**src/rtl/rf_write_arbiter_if.sv**
```systemverilog
// rtl/rf_write_arbiter_if.sv - register-file write arbitration signal bundle
interface rf_write_arbiter_if;
  logic        in_wb_write_enable;
  logic [4:0]  in_wb_write_reg;
  logic [31:0] in_wb_write_data;
  logic        in_ll_valid;
  logic [4:0]  in_ll_rd;
  logic [31:0] in_ll_data;
  logic        out_ll_ready;
  logic [4:0]  in_IFID_rs1;
  logic [4:0]  in_IFID_rs2;
  logic [4:0]  in_IFID_rd;
  logic        out_ll_hazard;
  logic        out_stall_request;
  logic        out_write_enable;
  logic [4:0]  out_write_reg;
  logic [31:0] out_write_data;

  // Arbiter side
  modport slave (
    input  in_wb_write_enable, in_wb_write_reg, in_wb_write_data,
    input  in_ll_valid, in_ll_rd, in_ll_data,
    input  in_IFID_rs1, in_IFID_rs2, in_IFID_rd,
    output out_ll_ready, out_ll_hazard, out_stall_request,
    output out_write_enable, out_write_reg, out_write_data
  );

  // Pipeline / long-latency unit / register file side
  modport master (
    output in_wb_write_enable, in_wb_write_reg, in_wb_write_data,
    output in_ll_valid, in_ll_rd, in_ll_data,
    output in_IFID_rs1, in_IFID_rs2, in_IFID_rd,
    input  out_ll_ready, out_ll_hazard, out_stall_request,
    input  out_write_enable, out_write_reg, out_write_data
  );
endinterface

```
**src/rtl/rf_write_arbiter.sv**
```systemverilog
// rtl/rf_write_arbiter.sv - shares the register-file write port between WB and a long-latency result FIFO
module rf_write_arbiter #(
  parameter int DEPTH        = 2,
  parameter int STARVE_LIMIT = 4
) (
  input  logic             clk,
  input  logic             reset,
  rf_write_arbiter_if.slave bus
);

  localparam int AW = $clog2(DEPTH);
  localparam int CW = AW + 1;
  localparam int SW = $clog2(STARVE_LIMIT + 1);

  logic [4:0]    r_rd   [DEPTH];
  logic [31:0]   r_data [DEPTH];
  logic [AW-1:0] r_wptr;
  logic [AW-1:0] r_rptr;
  logic [CW-1:0] r_count;
  logic [SW-1:0] r_starve;
  logic          r_stall;

  logic          w_wb_req;
  logic          w_ready;
  logic          w_enq;
  logic          w_deq;
  logic          w_hazard;
  logic [AW-1:0] w_idx;
  logic          w_we;
  logic [4:0]    w_wreg;
  logic [31:0]   w_wdata;

  // x0 writes are dropped; everything is forced quiet while reset is held
  assign w_wb_req = !reset && bus.in_wb_write_enable && (bus.in_wb_write_reg != 5'd0);
  assign w_ready  = !reset && (r_count < CW'(DEPTH));
  assign w_enq    = bus.in_ll_valid && w_ready && (bus.in_ll_rd != 5'd0);
  assign w_deq    = !reset && (r_count != '0) && (!w_wb_req || r_stall);

  // FIFO storage; contents need no reset because count gates validity
  always_ff @(posedge clk) begin
    if (w_enq) begin
      r_rd[r_wptr]   <= bus.in_ll_rd;
      r_data[r_wptr] <= bus.in_ll_data;
    end
  end

  // Pointer, occupancy, starvation counter and stall flag
  always_ff @(posedge clk) begin
    if (reset) begin
      r_wptr   <= '0;
      r_rptr   <= '0;
      r_count  <= '0;
      r_starve <= '0;
      r_stall  <= 1'b0;
    end else begin
      if (w_enq) r_wptr <= r_wptr + 1'b1;
      if (w_deq) r_rptr <= r_rptr + 1'b1;
      r_count <= r_count + CW'(w_enq) - CW'(w_deq);
      if (w_deq || r_count == '0) begin
        r_starve <= '0;
      end else if (r_starve != SW'(STARVE_LIMIT)) begin
        r_starve <= r_starve + 1'b1;
      end
      if (w_deq) begin
        r_stall <= 1'b0;
      end else if (r_count != '0 && r_starve == SW'(STARVE_LIMIT)) begin
        r_stall <= 1'b1;
      end
    end
  end

  // Write-port mux: FIFO head when draining, else WB, else idle zeros
  always_comb begin
    w_we    = 1'b0;
    w_wreg  = 5'd0;
    w_wdata = 32'd0;
    if (w_deq) begin
      w_we    = 1'b1;
      w_wreg  = r_rd[r_rptr];
      w_wdata = r_data[r_rptr];
    end else if (w_wb_req) begin
      w_we    = 1'b1;
      w_wreg  = bus.in_wb_write_reg;
      w_wdata = bus.in_wb_write_data;
    end
  end

  // Decode hazard against every queued entry, including one draining this cycle
  always_comb begin
    w_hazard = 1'b0;
    w_idx    = '0;
    for (int i = 0; i < DEPTH; i++) begin
      w_idx = r_rptr + AW'(i);
      if ((CW'(i) < r_count) && (r_rd[w_idx] != 5'd0) &&
          ((r_rd[w_idx] == bus.in_IFID_rs1) || (r_rd[w_idx] == bus.in_IFID_rs2) ||
           (r_rd[w_idx] == bus.in_IFID_rd))) begin
        w_hazard = 1'b1;
      end
    end
  end

  assign bus.out_ll_ready      = w_ready;
  assign bus.out_stall_request = r_stall && !reset;
  assign bus.out_ll_hazard     = w_hazard && !reset;
  assign bus.out_write_enable  = w_we;
  assign bus.out_write_reg     = w_wreg;
  assign bus.out_write_data    = w_wdata;

endmodule

```
**src/flat_wrapper.sv**
```systemverilog
// flat-port wrapper written by rule: the top's interface ports become plain ports
module rf_write_arbiter_flat 
#(
  parameter int DEPTH        = 2,
  parameter int STARVE_LIMIT = 4
)
  (clk, reset, bus_in_wb_write_enable, bus_in_wb_write_reg, bus_in_wb_write_data, bus_in_ll_valid, bus_in_ll_rd, bus_in_ll_data, bus_in_IFID_rs1, bus_in_IFID_rs2, bus_in_IFID_rd, bus_out_ll_ready, bus_out_ll_hazard, bus_out_stall_request, bus_out_write_enable, bus_out_write_reg, bus_out_write_data);
  rf_write_arbiter_if bus_i ();
  input  logic clk;
  input  logic reset;
  input wire logic [$bits(bus_i.in_wb_write_enable)-1:0] bus_in_wb_write_enable;
  input wire logic [$bits(bus_i.in_wb_write_reg)-1:0] bus_in_wb_write_reg;
  input wire logic [$bits(bus_i.in_wb_write_data)-1:0] bus_in_wb_write_data;
  input wire logic [$bits(bus_i.in_ll_valid)-1:0] bus_in_ll_valid;
  input wire logic [$bits(bus_i.in_ll_rd)-1:0] bus_in_ll_rd;
  input wire logic [$bits(bus_i.in_ll_data)-1:0] bus_in_ll_data;
  input wire logic [$bits(bus_i.in_IFID_rs1)-1:0] bus_in_IFID_rs1;
  input wire logic [$bits(bus_i.in_IFID_rs2)-1:0] bus_in_IFID_rs2;
  input wire logic [$bits(bus_i.in_IFID_rd)-1:0] bus_in_IFID_rd;
  output wire logic [$bits(bus_i.out_ll_ready)-1:0] bus_out_ll_ready;
  output wire logic [$bits(bus_i.out_ll_hazard)-1:0] bus_out_ll_hazard;
  output wire logic [$bits(bus_i.out_stall_request)-1:0] bus_out_stall_request;
  output wire logic [$bits(bus_i.out_write_enable)-1:0] bus_out_write_enable;
  output wire logic [$bits(bus_i.out_write_reg)-1:0] bus_out_write_reg;
  output wire logic [$bits(bus_i.out_write_data)-1:0] bus_out_write_data;
  assign bus_i.in_wb_write_enable = bus_in_wb_write_enable;
  assign bus_i.in_wb_write_reg = bus_in_wb_write_reg;
  assign bus_i.in_wb_write_data = bus_in_wb_write_data;
  assign bus_i.in_ll_valid = bus_in_ll_valid;
  assign bus_i.in_ll_rd = bus_in_ll_rd;
  assign bus_i.in_ll_data = bus_in_ll_data;
  assign bus_i.in_IFID_rs1 = bus_in_IFID_rs1;
  assign bus_i.in_IFID_rs2 = bus_in_IFID_rs2;
  assign bus_i.in_IFID_rd = bus_in_IFID_rd;
  assign bus_out_ll_ready = bus_i.out_ll_ready;
  assign bus_out_ll_hazard = bus_i.out_ll_hazard;
  assign bus_out_stall_request = bus_i.out_stall_request;
  assign bus_out_write_enable = bus_i.out_write_enable;
  assign bus_out_write_reg = bus_i.out_write_reg;
  assign bus_out_write_data = bus_i.out_write_data;
  rf_write_arbiter #(.DEPTH(DEPTH), .STARVE_LIMIT(STARVE_LIMIT)) u_core (.clk(clk), .reset(reset), .bus(bus_i));
endmodule
```
**config.mk**
```make
export PLATFORM = sky130hd
export DESIGN_NAME = rf_write_arbiter_flat
export DESIGN_NICKNAME = d
export VERILOG_FILES = /design/src/rtl/rf_write_arbiter_if.sv /design/src/rtl/rf_write_arbiter.sv /design/src/flat_wrapper.sv
export SDC_FILE = /design/constraint.sdc
export NUM_CORES = 1
export LEC_CHECK = 0
export CORE_UTILIZATION = 50
export DETAILED_ROUTE_END_ITERATION = 8
export PLACE_DENSITY_LB_ADDON = 0.3
export SYNTH_ARGS = -nofsm -noshare
export SYNTH_HDL_FRONTEND = slang
export SYNTH_SLANG_ARGS = --single-unit
```
**constraint.sdc**
```tcl
create_clock -name clk -period 6.35 [get_ports clk]
set_input_delay 1.27 -clock clk [delete_from_list [all_inputs] [get_ports clk]]
set_output_delay 1.27 -clock clk [all_outputs]
set_load 0.02 [all_outputs]
```
### After elaboration in Yosys (flattened, before gate mapping)

Memory sizes are Yosys's and may differ from the RTL's. A register that Yosys moved wholly into a read port is not among the register bits.
Index checks and enable logic that the tools add are counted.

| word-level totals | value |
|---|---|
| memories kept | 2 |
| word-level logic and storage cells | 67 |
| bits in writable memories | 74 |
| output and inout port bits | 41 |
| bits in latches | 0 |
| input bits | 93 |
| bits in read-only memories | 0 |
| register bits | 8 |

Memories:

| name | words | width | read ports | clocked after memory_dff | wr ports | RTL line | text |
|---|---|---|---|---|---|---|---|
| u_core.r_data | 2 | 32 | 1 | 1 | 1 | rf_write_arbiter.sv:16 | `logic [31:0] r_data [DEPTH];` |
| u_core.r_rd | 2 | 5 | 2 | 1 | 1 | rf_write_arbiter.sv:15 | `logic [4:0] r_rd [DEPTH];` |

| operators by class | value |
|---|---|
| div/mod/pow operators | 0 |
| eq/ne operators | 8 |
| shift-type cells | 0 |
| reductions and logical operators | 30 |
| add/sub/neg operators | 5 |
| $lt $le $gt $ge | 3 |
| $mul | 0 |
| bitwise logic cells | 0 |
| mux-type cells | 14 |

Operators with widths:

| kind | count |
|---|---|
| $mux W32 | 2 |
| $eq A5 B5 Y1 | 6 |
| $reduce_bool A5 Y1 | 4 |
| $logic_and A1 B1 Y1 | 14 |
| $mux W1 | 10 |
| $mux W5 | 2 |
| $logic_or A1 B1 Y1 | 6 |
| $lt A1 B2 Y1 const A | 2 |
| $reduce_or A2 Y1 | 2 |
| $add A3 B1 Y3 const B | 1 |
| $eq A3 B3 Y1 const B | 1 |
| $ne A3 B3 Y1 const B | 1 |
| $add A1 B1 Y1 const B | 2 |
| $add A2 B1 Y2 | 1 |
| $logic_not A1 Y1 | 2 |
| $logic_not A2 Y1 | 1 |
| $lt A2 B2 Y1 const B | 1 |
| $reduce_bool A2 Y1 | 1 |
| $sub A2 B1 Y2 | 1 |

### Logic depth before layout (Yosys ltp)

| depth | value |
|---|---|
| word-level depth | 8 |
| mapped depth | 10 |
| mapped depth without buffers | 7 |

### Worst setup path after synthesis

No wires, ideal clock.

| timing path | value |
|---|---|
| path kind | input-to-reg |
| from | input port reset |
| to | memory u_core.r_data[0][0] (enable) |
| library setup time | 0.431 ns |
| stages | 4 |
| data arrival time | 3.613 ns |
| buffers on the path | 1 |
| data required time | 5.919 ns |
| path slack | 2.306 ns |
| cell sequence | buf_2 -> nor2_1 -> o211ai_1 -> nor2_1 |

| between the ends | value |
|---|---|
| cells in the longest elaborated chain, start to end | 6 |

Ends and longest elaborated chain:

| element | RTL line | text |
|---|---|---|
| start, declared | flat_wrapper.sv:10 | `input logic reset;` |
| $logic_not A1 Y1 | rf_write_arbiter.sv:35 | `assign w_ready = !reset && (r_count < CW'(DEPTH));` |
| $logic_and A1 B1 Y1 | rf_write_arbiter.sv:35 |  |
| net bus_out_ll_ready | flat_wrapper.sv:20 | `output wire logic [$bits(bus_i.out_ll_ready)-1:0] bus_out_ll_ready;` |
| $logic_and A1 B1 Y1 (2 in a row) | rf_write_arbiter.sv:36 | `assign w_enq = bus.in_ll_valid && w_ready && (bus.in_ll_rd != 5'd0);` |
| $mux W1 | rf_write_arbiter.sv:41 | `if (w_enq) begin` |
| $mux W1 (not written as such) | rf_write_arbiter.sv:43 | `r_data[r_wptr] <= bus.in_ll_data;` |
| end, declared | rf_write_arbiter.sv:16 |  |

The timed path passes the listed nets, and every way through them passes these cells.

### Worst setup path in the final report

| timing path | value |
|---|---|
| from | input port reset |
| to | output port bus_out_write_data[13] |

| between the ends | value |
|---|---|
| cells in the longest elaborated chain, start to end | 7 |
| elaborated cells between the ends (all ways) | 9 |
| classes of those cells | mux: 2; reduce/logical: 7 |

Ends and longest elaborated chain:

| element | RTL line | text |
|---|---|---|
| $logic_not A1 Y1 * | rf_write_arbiter.sv:34, rf_write_arbiter.sv:37 |  |
| $logic_and A1 B1 Y1 (2 in a row) | rf_write_arbiter.sv:34 | `assign w_wb_req = !reset && bus.in_wb_write_enable && (bus.in_wb_write_reg != 5'd0);` |
| $logic_not A1 Y1 | rf_write_arbiter.sv:37 | `assign w_deq = !reset && (r_count != '0) && (!w_wb_req \|\| r_stall);` |
| $logic_or A1 B1 Y1 | rf_write_arbiter.sv:37 |  |
| $logic_and A1 B1 Y1 | rf_write_arbiter.sv:37 |  |
| $mux W32 * | rf_write_arbiter.sv:77 | `if (w_deq) begin` |
| end, declared | flat_wrapper.sv:25 | `output wire logic [$bits(bus_i.out_write_data)-1:0] bus_out_write_data;` |

Mark *: on every way between the ends. The rest lies on a longest branch, timed or not.

==> flow_metrics.py <==
metrics = {
    "timing": {
        "slew_viol_final": 0,
        "relSlewSlack_pct": 25.8,
        "fin_tns_setup_ns": 0,
        "setup_viol": 0,
        "post-route-min-period_ns": 5.14,
        "rsz0062_at_grt": "false",
        "clock-skew-final_ns": 0.0125,
        "max_freq_mhz": 194,
        "whs_ns": 0.543,
        "tightest_slew_ns": 1.11,
        "finalCritPeriodShare_pct": 81.0,
        "hold_viol": 0,
    },
    "clock_tree": {
        "cts_max_level": 3,
        "cts.path.max_buffers": 2,
        "clock_latency_ns": 0.34,
        "root_buffer": "clkbuf_8",
        "cts_tree": "built",
        "cts_buffers": 9,
        "clk_pin_slew_ns": 0.08,
        "cts.sinks": 83,
        "hold_buffers": 0,
        "cts_resized": 0,
        "post_cts_buffers": 0,
    },
    "critical_path": {
        "startpoint": "reset",
        "crit_type": "input pin to output pin",
        "timing.rr.start": "u_core.r_count[1]",
        "critPathCapture": "bus_out_write_data[13]",
        "worstRegToRegCells": 3,
        "reg2reg_slack_ns": 4.23,
        "end_kind": "output pin",
        "cp-start-kind": "input pin",
        "r2r_end": "u_core.r_data[1][11]",
        "crit_required_ns": 5.08,
        "critPathMaxFanout": 70,
        "cp.arrival_ns": 3.87,
    },
    "layout": {
        "area_growth_pct": 40.2,
        "nets": 540,
        "diodes": 0,
        "drive_gt1_share_pct": 7.80,
    },
    "logic_synthesis": {
        "avgSynthCellArea_um2": 12.8,
        "synth-main-ff-cell": "edfxtp_1",
        "ys_warn_count": 0,
        "syn_nets": 411,
        "ys_ff_latch": 83,
        "synth_edf_count": 74,
        "async_flop_share_pct": 0,
        "syn_area_mm2": 0.00402,
        "netlist-cell-type-count": 34,
        "yosysSeqAreaShare_pct": 59.7,
        "synthCells": 315,
    },
    "flow_run": {
        "maxCapViolations": 0,
    },
    "grt": {
        "grt_start_max_net_pins": 71,
        "antenna_found_initial": 0,
        "grt_overflow": 0,
        "use_met3_pct": 4.98,
        "use_met1_pct": 26.5,
        "grtUsageMet2_pct": 39.3,
        "track_usage_pct": 22.3,
        "busiest_layer": "met2",
        "grt_pass1_vias": 3058,
        "grt_pass1_wl_um": 14400,
    },
    "power_and_ir_drop": {
        "irDropWorstVdd_uv": 155,
        "p_leak_uw": 0.00185,
        "power.density_mw_per_mm2": 258,
    },
    "placed_design": {
        "dp_hpwl_um": 6400,
        "gp_congestion": 0.847,
        "io_buffer_count": 133,
    },
    "drt": {
        "totalWireLength_um": 9110,
        "vias_per_cell": 5.42,
        "via_count": 2987,
        "drc": 0,
        "drtIter0Drc": 108,
        "wire_per_inst_um": 16.5,
        "antenna_left": 0,
        "first_pass_iters": 4,
    },
    "die": {
        "die_w_um": 91.7,
        "io_pins": 134,
        "start_util_pct": 51.8,
        "fp-row-count": 32,
        "dieArea_mm2": 0.00841,
        "coreArea_mm2": 0.00777,
        "die_h_um": 91.7,
    },
    "min_path": {
        "hp-class": "register to register",
    },
    "status": {
        "status": "completed",
    },
}
report_power, final:
group | switching, uW | internal, uW | total (uW)
Combinational | 205 | 197 | 402
Sequential | 19.7 | 626 | 646
Clock | 185 | 224 | 409
cell usage after synthesis, types with 2 or more instances:
master,count,area (um2)
xnor2_1,15,131
edfxtp_1,74,2220
nand3_1,44,220
o21ai_2,7,61.3
dfxtp_1,9,180
nor2_1,12,45.0
nor3_1,9,45.0
a21oi_1,2,10.0
o21ai_1,2,10.0
o21ai_4,2,32.5
o21a_1,2,15.0
buf_6,4,45.0
nand2_1,4,15.0
buf_2,8,40.0
inv_1,4,15.0
nand3b_1,2,15.0
clkbuf_1,6,22.5
o21ai_0,32,160
ha_1,3,37.5
xor2_1,18,158
nor2b_1,3,18.8
mux2i_1,39,390
mux2i_2,3,41.3
registers in the layout, summed over array words and instances (netlist names), named ones only:
name / flops
u_core.r_stall: 1
u_core.r_starve: 3
u_core.r_rptr: 1
u_core.r_wptr: 1
u_core.r_rd: 10
u_core.r_count: 2
u_core.r_data: 64
metal layers:
layer	share of wire, %	vias to the layer above	wire, um
li1	-	1437	-
met1	41	1426	3760
met2	51	114	4670
met3	6.0	10	545
met4	1.4	0	131
met5	0	-	0
cells in the final DEF, fill, tap and decap left out, types with 3 or more instances in the layout:
cell type and instances:
xnor2_1 15, ha_1 3, nor2_1 10, mux2i_1 39
nor2b_1 3, nand2_1 4, clkbuf_8 9, edfxtp_1 74
o21ai_2 7, mux2i_2 3, nand3_1 44, nor3_1 9
inv_1 4, clkdlybuf4s50_1 133, xor2_1 18, o21ai_0 32
dfxtp_1 8
kinds of logic after synthesis:
group           after synthesis  synth area share [%]
compound gates               51                  7.96
xor+xnor                     34                  7.59
fa+ha+maj                     3                 0.933
buf+inv                      22                  3.05
flops                        83                  59.7
mux                          42                  10.7
simple gates                 80                  10.0
how the worst min path moves through the flow:
stage	depth (start not counted)	endpoint	from	slack, ns
after CTS	2	u_core.r_starve[1]	u_core.r_starve[1]	0.55
final	2	u_core.r_starve[1]	u_core.r_starve[1]	0.54
after global routing	2	u_core.r_starve[1]	u_core.r_starve[1]	0.56
after global placement	2	u_core.r_starve[1]	u_core.r_starve[2]	0.48
after detailed placement	2	u_core.r_starve[1]	u_core.r_starve[1]	0.53
after floorplan	2	u_core.r_starve[1]	u_core.r_starve[2]	0.47
through the flow:
step	std cells	cell area (um2)	setup slack, ns	utilization (%)	total power [uW]
global route	551	5640	1.01	72.6	1520
floorplan	315	4020	2.31	-	899
detailed placement	535	5430	1.23	69.8	1060
finish	551	5640	1.21	72.6	1460
global placement	535	5430	1.37	69.8	1050
CTS	551	5640	1.22	72.6	1470
area by class of cell:
| type | instances | area [um2] |
|---|---|---|
| clock buffers | 11 | 131 |
| clock inverters | 5 | 85.1 |
| fillers | 553 | 2130 |
| inverters | 4 | 15.0 |
| multi-input cells | 210 | 1510 |
| flip-flops and latches | 83 | 2400 |
| well taps | 102 | 128 |
| repair buffers | 136 | 1370 |
worst max-delay path: stages:
cell	delay (ns)
clkdlybuf4s50_1	0.56
nor2b_1	0.38
o21ai_4	0.12
o21ai_4	0.28
buf_12	0.31
nand3_1	0.13
o21ai_0	0.12
clkdlybuf4s50_1	0.64
Power figures use the tool's default switching activity.
